--- src/rtl/vtiming_ctrl_if.sv ---
// Vertical timing bus between the vertical counter / consumers and vtiming_ctrl.
//   HRESET, VRESET : line-rate / frame-rate reset levels (rising edge = boundary)
//   V              : 9-bit vertical count
//   VBLANK, VSYNC  : registered vertical windows
//   FRAME_TICK     : one-cycle pulse per frame
//   FRAME_CNT      : frames since reset, wraps at 256
//   LOCKED, VLOST  : raster stable / sticky watchdog loss
// master drives the counter inputs, slave (the sequencer) drives the status outputs.
interface vtiming_ctrl_if;
  logic       HRESET;
  logic       VRESET;
  logic [8:0] V;
  logic       VBLANK;
  logic       VSYNC;
  logic       FRAME_TICK;
  logic [7:0] FRAME_CNT;
  logic       LOCKED;
  logic       VLOST;

  modport master (
    output HRESET, VRESET, V,
    input  VBLANK, VSYNC, FRAME_TICK, FRAME_CNT, LOCKED, VLOST
  );

  modport slave (
    input  HRESET, VRESET, V,
    output VBLANK, VSYNC, FRAME_TICK, FRAME_CNT, LOCKED, VLOST
  );
endinterface

--- src/rtl/vtiming_ctrl.sv ---
// Vertical timing sequencer.
// Detects line (HRESET) and frame (VRESET) rising edges, builds VBLANK/VSYNC windows
// from the V count sampled on line ticks, emits a frame strobe and frame counter, and
// runs a lock/watchdog FSM so downstream logic only trusts a stable raster.
// Ports:
//   CLK_DRV : system clock, rising edge
//   RESET   : synchronous active-high reset
//   bus     : vtiming_ctrl_if.slave (HRESET, VRESET, V in; windows and status out)
module vtiming_ctrl #(
  parameter int unsigned VBLANK_START = 248,
  parameter int unsigned VBLANK_END   = 16,
  parameter int unsigned VSYNC_START  = 252,
  parameter int unsigned VSYNC_END    = 256,
  parameter int unsigned FRAME_LINES  = 262,
  parameter int unsigned WDOG_LINES   = 300
) (
  input  logic          CLK_DRV,
  input  logic          RESET,
  vtiming_ctrl_if.slave bus
);

  localparam logic [8:0] VblankSet = 9'(VBLANK_START);
  localparam logic [8:0] VblankClr = 9'(VBLANK_END);
  localparam logic [8:0] VsyncSet  = 9'(VSYNC_START);
  localparam logic [8:0] VsyncClr  = 9'(VSYNC_END);
  localparam logic [9:0] FrameLen  = 10'(FRAME_LINES);
  localparam logic [8:0] WdogCnt   = 9'(WDOG_LINES);

  typedef enum logic [1:0] {StUnlocked, StAcquire, StLocked} state_e;

  state_e     state_q, state_d;
  logic       hres_q, vres_q;
  logic [8:0] line_cnt_q;
  logic       vblank_q, vsync_q, frame_tick_q, locked_q, vlost_q;
  logic [7:0] frame_cnt_q;

  logic       line_tick, frame_edge, wdog_hit;
  logic [8:0] line_inc;
  logic [9:0] meas;

  assign line_tick  = bus.HRESET & ~hres_q;
  assign frame_edge = bus.VRESET & ~vres_q;
  assign line_inc   = (line_cnt_q == 9'h1FF) ? line_cnt_q : line_cnt_q + 9'd1;
  // A tick coincident with the frame edge still belongs to the frame being closed.
  assign meas       = {1'b0, line_cnt_q} + {9'd0, line_tick};
  // Fires once, on the tick that brings the count up to the limit.
  assign wdog_hit   = line_tick & ~frame_edge & (line_cnt_q != line_inc) &
                      (line_inc == WdogCnt);

  always_comb begin
    state_d = state_q;
    if (frame_edge) begin
      unique case (state_q)
        StUnlocked: state_d = StAcquire;
        StAcquire,
        StLocked:   state_d = (meas == FrameLen) ? StLocked : StAcquire;
        default:    state_d = StUnlocked;
      endcase
    end else if (wdog_hit) begin
      state_d = StUnlocked;
    end
  end

  always_ff @(posedge CLK_DRV) begin
    if (RESET) begin
      // Edge registers start high so a level held through reset makes no tick.
      hres_q       <= 1'b1;
      vres_q       <= 1'b1;
      line_cnt_q   <= 9'd0;
      state_q      <= StUnlocked;
      vblank_q     <= 1'b1;
      vsync_q      <= 1'b0;
      frame_tick_q <= 1'b0;
      frame_cnt_q  <= 8'd0;
      locked_q     <= 1'b0;
      vlost_q      <= 1'b0;
    end else begin
      hres_q       <= bus.HRESET;
      vres_q       <= bus.VRESET;
      frame_tick_q <= frame_edge;
      state_q      <= state_d;
      locked_q     <= (state_d == StLocked);
      vlost_q      <= vlost_q | wdog_hit;

      if (frame_edge) begin
        frame_cnt_q <= frame_cnt_q + 8'd1;
        line_cnt_q  <= 9'd0;
      end else if (line_tick) begin
        line_cnt_q  <= line_inc;
      end

      // Set has priority when set and clear compare points coincide.
      if (line_tick) begin
        if (bus.V == VblankSet) begin
          vblank_q <= 1'b1;
        end else if (bus.V == VblankClr) begin
          vblank_q <= 1'b0;
        end
        if (bus.V == VsyncSet) begin
          vsync_q <= 1'b1;
        end else if (bus.V == VsyncClr) begin
          vsync_q <= 1'b0;
        end
      end
    end
  end

  assign bus.VBLANK     = vblank_q;
  assign bus.VSYNC      = vsync_q;
  assign bus.FRAME_TICK = frame_tick_q;
  assign bus.FRAME_CNT  = frame_cnt_q;
  assign bus.LOCKED     = locked_q;
  assign bus.VLOST      = vlost_q;

endmodule
--- src/flat_wrapper.sv ---
// flat-port wrapper written by rule: the top's interface ports become plain ports
module vtiming_ctrl_flat 
#(
  parameter int unsigned VBLANK_START = 248,
  parameter int unsigned VBLANK_END   = 16,
  parameter int unsigned VSYNC_START  = 252,
  parameter int unsigned VSYNC_END    = 256,
  parameter int unsigned FRAME_LINES  = 262,
  parameter int unsigned WDOG_LINES   = 300
)
  (CLK_DRV, RESET, bus_HRESET, bus_VRESET, bus_V, bus_VBLANK, bus_VSYNC, bus_FRAME_TICK, bus_FRAME_CNT, bus_LOCKED, bus_VLOST);
  vtiming_ctrl_if bus_i ();
  input  logic CLK_DRV;
  input  logic RESET;
  input wire logic [$bits(bus_i.HRESET)-1:0] bus_HRESET;
  input wire logic [$bits(bus_i.VRESET)-1:0] bus_VRESET;
  input wire logic [$bits(bus_i.V)-1:0] bus_V;
  output wire logic [$bits(bus_i.VBLANK)-1:0] bus_VBLANK;
  output wire logic [$bits(bus_i.VSYNC)-1:0] bus_VSYNC;
  output wire logic [$bits(bus_i.FRAME_TICK)-1:0] bus_FRAME_TICK;
  output wire logic [$bits(bus_i.FRAME_CNT)-1:0] bus_FRAME_CNT;
  output wire logic [$bits(bus_i.LOCKED)-1:0] bus_LOCKED;
  output wire logic [$bits(bus_i.VLOST)-1:0] bus_VLOST;
  assign bus_i.HRESET = bus_HRESET;
  assign bus_i.VRESET = bus_VRESET;
  assign bus_i.V = bus_V;
  assign bus_VBLANK = bus_i.VBLANK;
  assign bus_VSYNC = bus_i.VSYNC;
  assign bus_FRAME_TICK = bus_i.FRAME_TICK;
  assign bus_FRAME_CNT = bus_i.FRAME_CNT;
  assign bus_LOCKED = bus_i.LOCKED;
  assign bus_VLOST = bus_i.VLOST;
  vtiming_ctrl #(.VBLANK_START(VBLANK_START), .VBLANK_END(VBLANK_END), .VSYNC_START(VSYNC_START), .VSYNC_END(VSYNC_END), .FRAME_LINES(FRAME_LINES), .WDOG_LINES(WDOG_LINES)) u_core (.CLK_DRV(CLK_DRV), .RESET(RESET), .bus(bus_i));
endmodule
--- config.mk ---
export PLATFORM = sky130hd
export DESIGN_NAME = vtiming_ctrl_flat
export DESIGN_NICKNAME = d
export VERILOG_FILES = /design/src/rtl/vtiming_ctrl_if.sv /design/src/rtl/vtiming_ctrl.sv /design/src/flat_wrapper.sv
export SDC_FILE = /design/constraint.sdc
export NUM_CORES = 1
export LEC_CHECK = 0
export CORE_UTILIZATION = 52
export CTS_CLUSTER_SIZE = 30
export DETAILED_ROUTE_END_ITERATION = 10
export PLACE_DENSITY = 0.8
export REMOVE_ABC_BUFFERS = 1
export SLEW_MARGIN = 25
export SYNTH_ARGS = -nofsm -noshare
export SYNTH_HDL_FRONTEND = slang
export SYNTH_SLANG_ARGS = --single-unit
--- constraint.sdc ---
create_clock -name CLK_DRV -period 3.2 [get_ports CLK_DRV]
set_input_delay 0.96 -clock CLK_DRV [delete_from_list [all_inputs] [get_ports CLK_DRV]]
set_output_delay 0.96 -clock CLK_DRV [all_outputs]
set_load 0.005 [all_outputs]
==> metrics.cfg <==
[timing]
slew_viol_final = 0
rsz0062_at_grt = false
maxSlewHeadroom = 0.615
min_period_over_period = 0.881
max_freq_ghz = 0.355
fin_crit_ps = 2820
whs_ps = 477
fin_setup_tns_ps = 0
worst_slew_pin_slew_ps = 574
hold_violations = 0
setup_viol = 0
skew_ps = 5.99

[cts]
cts_setup_buffers = 0
cts_max_level = 1
cts_buffers = 3
cts.sinks = 26
holdBufCountCts = 0
tritoncts = built
post_cts_resized = 0
root_buffer = clkbuf_4
clockBufferDepth = 2
clk_pin_slew_ps = 140
clk_latency_ps = 320

[floorplan]
ios = 26
num_rows = 18
die_w_um = 55.2
start_util = 0.574
dieArea_sq_mm = 0.00305
coreArea_sq_mm = 0.00257
fp.dieH_um = 55.2

[worst_setup_path]
rrSetupSlack_ps = 1100
arrival_ps = 3070
cp.required_ps = 3450
worstSetupPathType = input port to flop
rr_endpoint = u_core.bus.LOCKED
start_kind = input port
crit_end = u_core.bus.LOCKED
r2r_start = u_core.hres_q
crit_start = bus_HRESET
path_max_fanout = 3
worstRegToRegCells = 9
cp-end-kind = flop

[drt]
wire_per_inst_um = 14.5
drtIter0Drc = 55
vias = 1339
postRouteAntennaNets = 0
first_pass_iters = 4
route.detailed.drc = 0
viasPerCell = 5.85
totalWireLength_um = 3320

[synthesis]
synth_cell_types = 45
synth_area_leaders = dfxtp_1, nor2_1, ha_1, xnor2_1, nand2_1
synth_top_area_frac = 0.353
ys.flop_type = dfxtp_1
yosysSeqAreaShare = 0.353
synthCells = 175
avgSynthCellArea_sq_um = 8.42
synth_top_area_cell = dfxtp_1
yosysWarnings = 0
synth_edf_count = 0
synth_seq_cells = 26
syn_area_sq_mm = 0.00147
synthArstFlopShare = 0

[final_layout]
areaGrowthSynthToFinish_pct = 19.6
antenna_cells = 0
drive_above_1_share = 0.0955
area.sequential_sq_um = 520
final_common_cell = dfxtp_1
nNetsFinal = 220
multi_input_area_sq_um = 883
final_cell_area_sq_mm = 0.00176
fillers = 222
mostFrequentLayoutCells = dfxtp_1, clkdlybuf4s50_1, nor2_1

[placement]
routabilityCongestion = 0.842
portBuffers = 25
hpwlAfterDp_um = 2450
place_area_sq_mm = 0.00174

[global_routing]
grt_max_degree = 18
first_global_vias = 1303
grt_pass1_wl_um = 5660
grt.overflow.total = 0
grt_util_all_layers = 0.229
antenna_found_initial = 0

[power]
power_density_mw_per_mm2 = 299
ir_drop_v = 0.000247
power.leakage_nw = 0.638
finalPower_w = 0.000527

[status]
status = finished clean

[job]
maxCapViolCount = 0

[min_path]
worst_hold_path_type = flop to flop

## Yosys cell counts (all sizes together) (2+ instances only)
library cell / number
o21ai: 8
nand4: 5
inv: 5
nor2b: 2
buf: 5
and3: 4
a31oi: 3
o2111ai: 2
xor2: 5
ha: 6
dfxtp: 26
nor2: 22
nand2: 15
nor3: 9
xnor2: 7
clkbuf: 3
nor4b: 2
or3: 4
and2: 2
nand3: 7
nand2b: 5
a21oi: 10
or2: 4
## worst max-delay path: stages
cell             delay [ps]
clkdlybuf4s50_1         410
nand2b_1                110
inv_1                    70
ha_1                    190
ha_1                    270
nor4b_4                 190
nand2_2                  90
nor4b_4                 360
a41oi_2                 190
nor4_2                  220
## sequential cells by signal, summed over array words and instances (netlist names)
| name | cells |
|---|---|
| u_core.line_cnt_q | 9 |
| u_core.bus.VSYNC | 1 |
| u_core.bus.FRAME_CNT | 8 |
| u_core.state_q | 2 |
| u_core.bus.FRAME_TICK | 1 |
| u_core.bus.VLOST | 1 |
| u_core.hres_q | 1 |
| u_core.bus.VBLANK | 1 |
| u_core.bus.LOCKED | 1 |
| u_core.vres_q | 1 |
## cell families after synthesis
family,Yosys count,share of synthesized area
and+or+nand+nor,87,0.334
adders and majority gates,6,0.0509
DFF,26,0.353
muxes,1,0.00679
xor gates and xnor gates,12,0.0713
AOI/OAI and AO/OA,30,0.137
buffers and inverters,13,0.0475
## routing by layer
metal,vias up,share of wire,track usage
met4,0,0.0087,0.0857
met1,613,0.44,0.278
met2,55,0.49,0.408
met5,-,0,0
li1,667,-,-
met3,4,0.065,0.0304
## worst min path at each step
stage,start,to,slack (ps),cells past startpoint
2_1_floorplan,u_core.bus.VBLANK,u_core.bus.VBLANK,450,2
3_3_place_gp,u_core.bus.VBLANK,u_core.bus.VBLANK,440,2
3_5_place_dp,u_core.bus.VBLANK,u_core.bus.VBLANK,450,2
4_1_cts,u_core.bus.VBLANK,u_core.bus.VBLANK,480,2
5_1_grt,u_core.bus.VBLANK,u_core.bus.VBLANK,500,2
6_report,u_core.bus.VBLANK,u_core.bus.VBLANK,480,2
## per-stage QoR
step,utilization,cells,setup slack (ps)
global route,0.687,229,175
finish,0.687,229,380
floorplan,-,167,500
global placement,0.678,226,134
CTS,0.687,229,358
detailed placement,0.678,226,29.6
## power by group
group | switching, W | internal, W | total [W]
combinational | 0.0000236 | 0.0000298 | 0.0000534
clock | 0.0000959 | 0.0000442 | 0.000140
sequential | 0.00000523 | 0.000329 | 0.000334
total | 0.000125 | 0.000403 | 0.000527
## cell type report
class                           count  share of cell area
Timing Repair Buffer               29               0.159
Clock buffer                        3              0.0128
Inverter                            5              0.0106
Multi-Input combinational cell    136               0.501
Tap cell                           30              0.0213
Sequential cell                    26               0.295
Power figures use the tool's default switching activity.
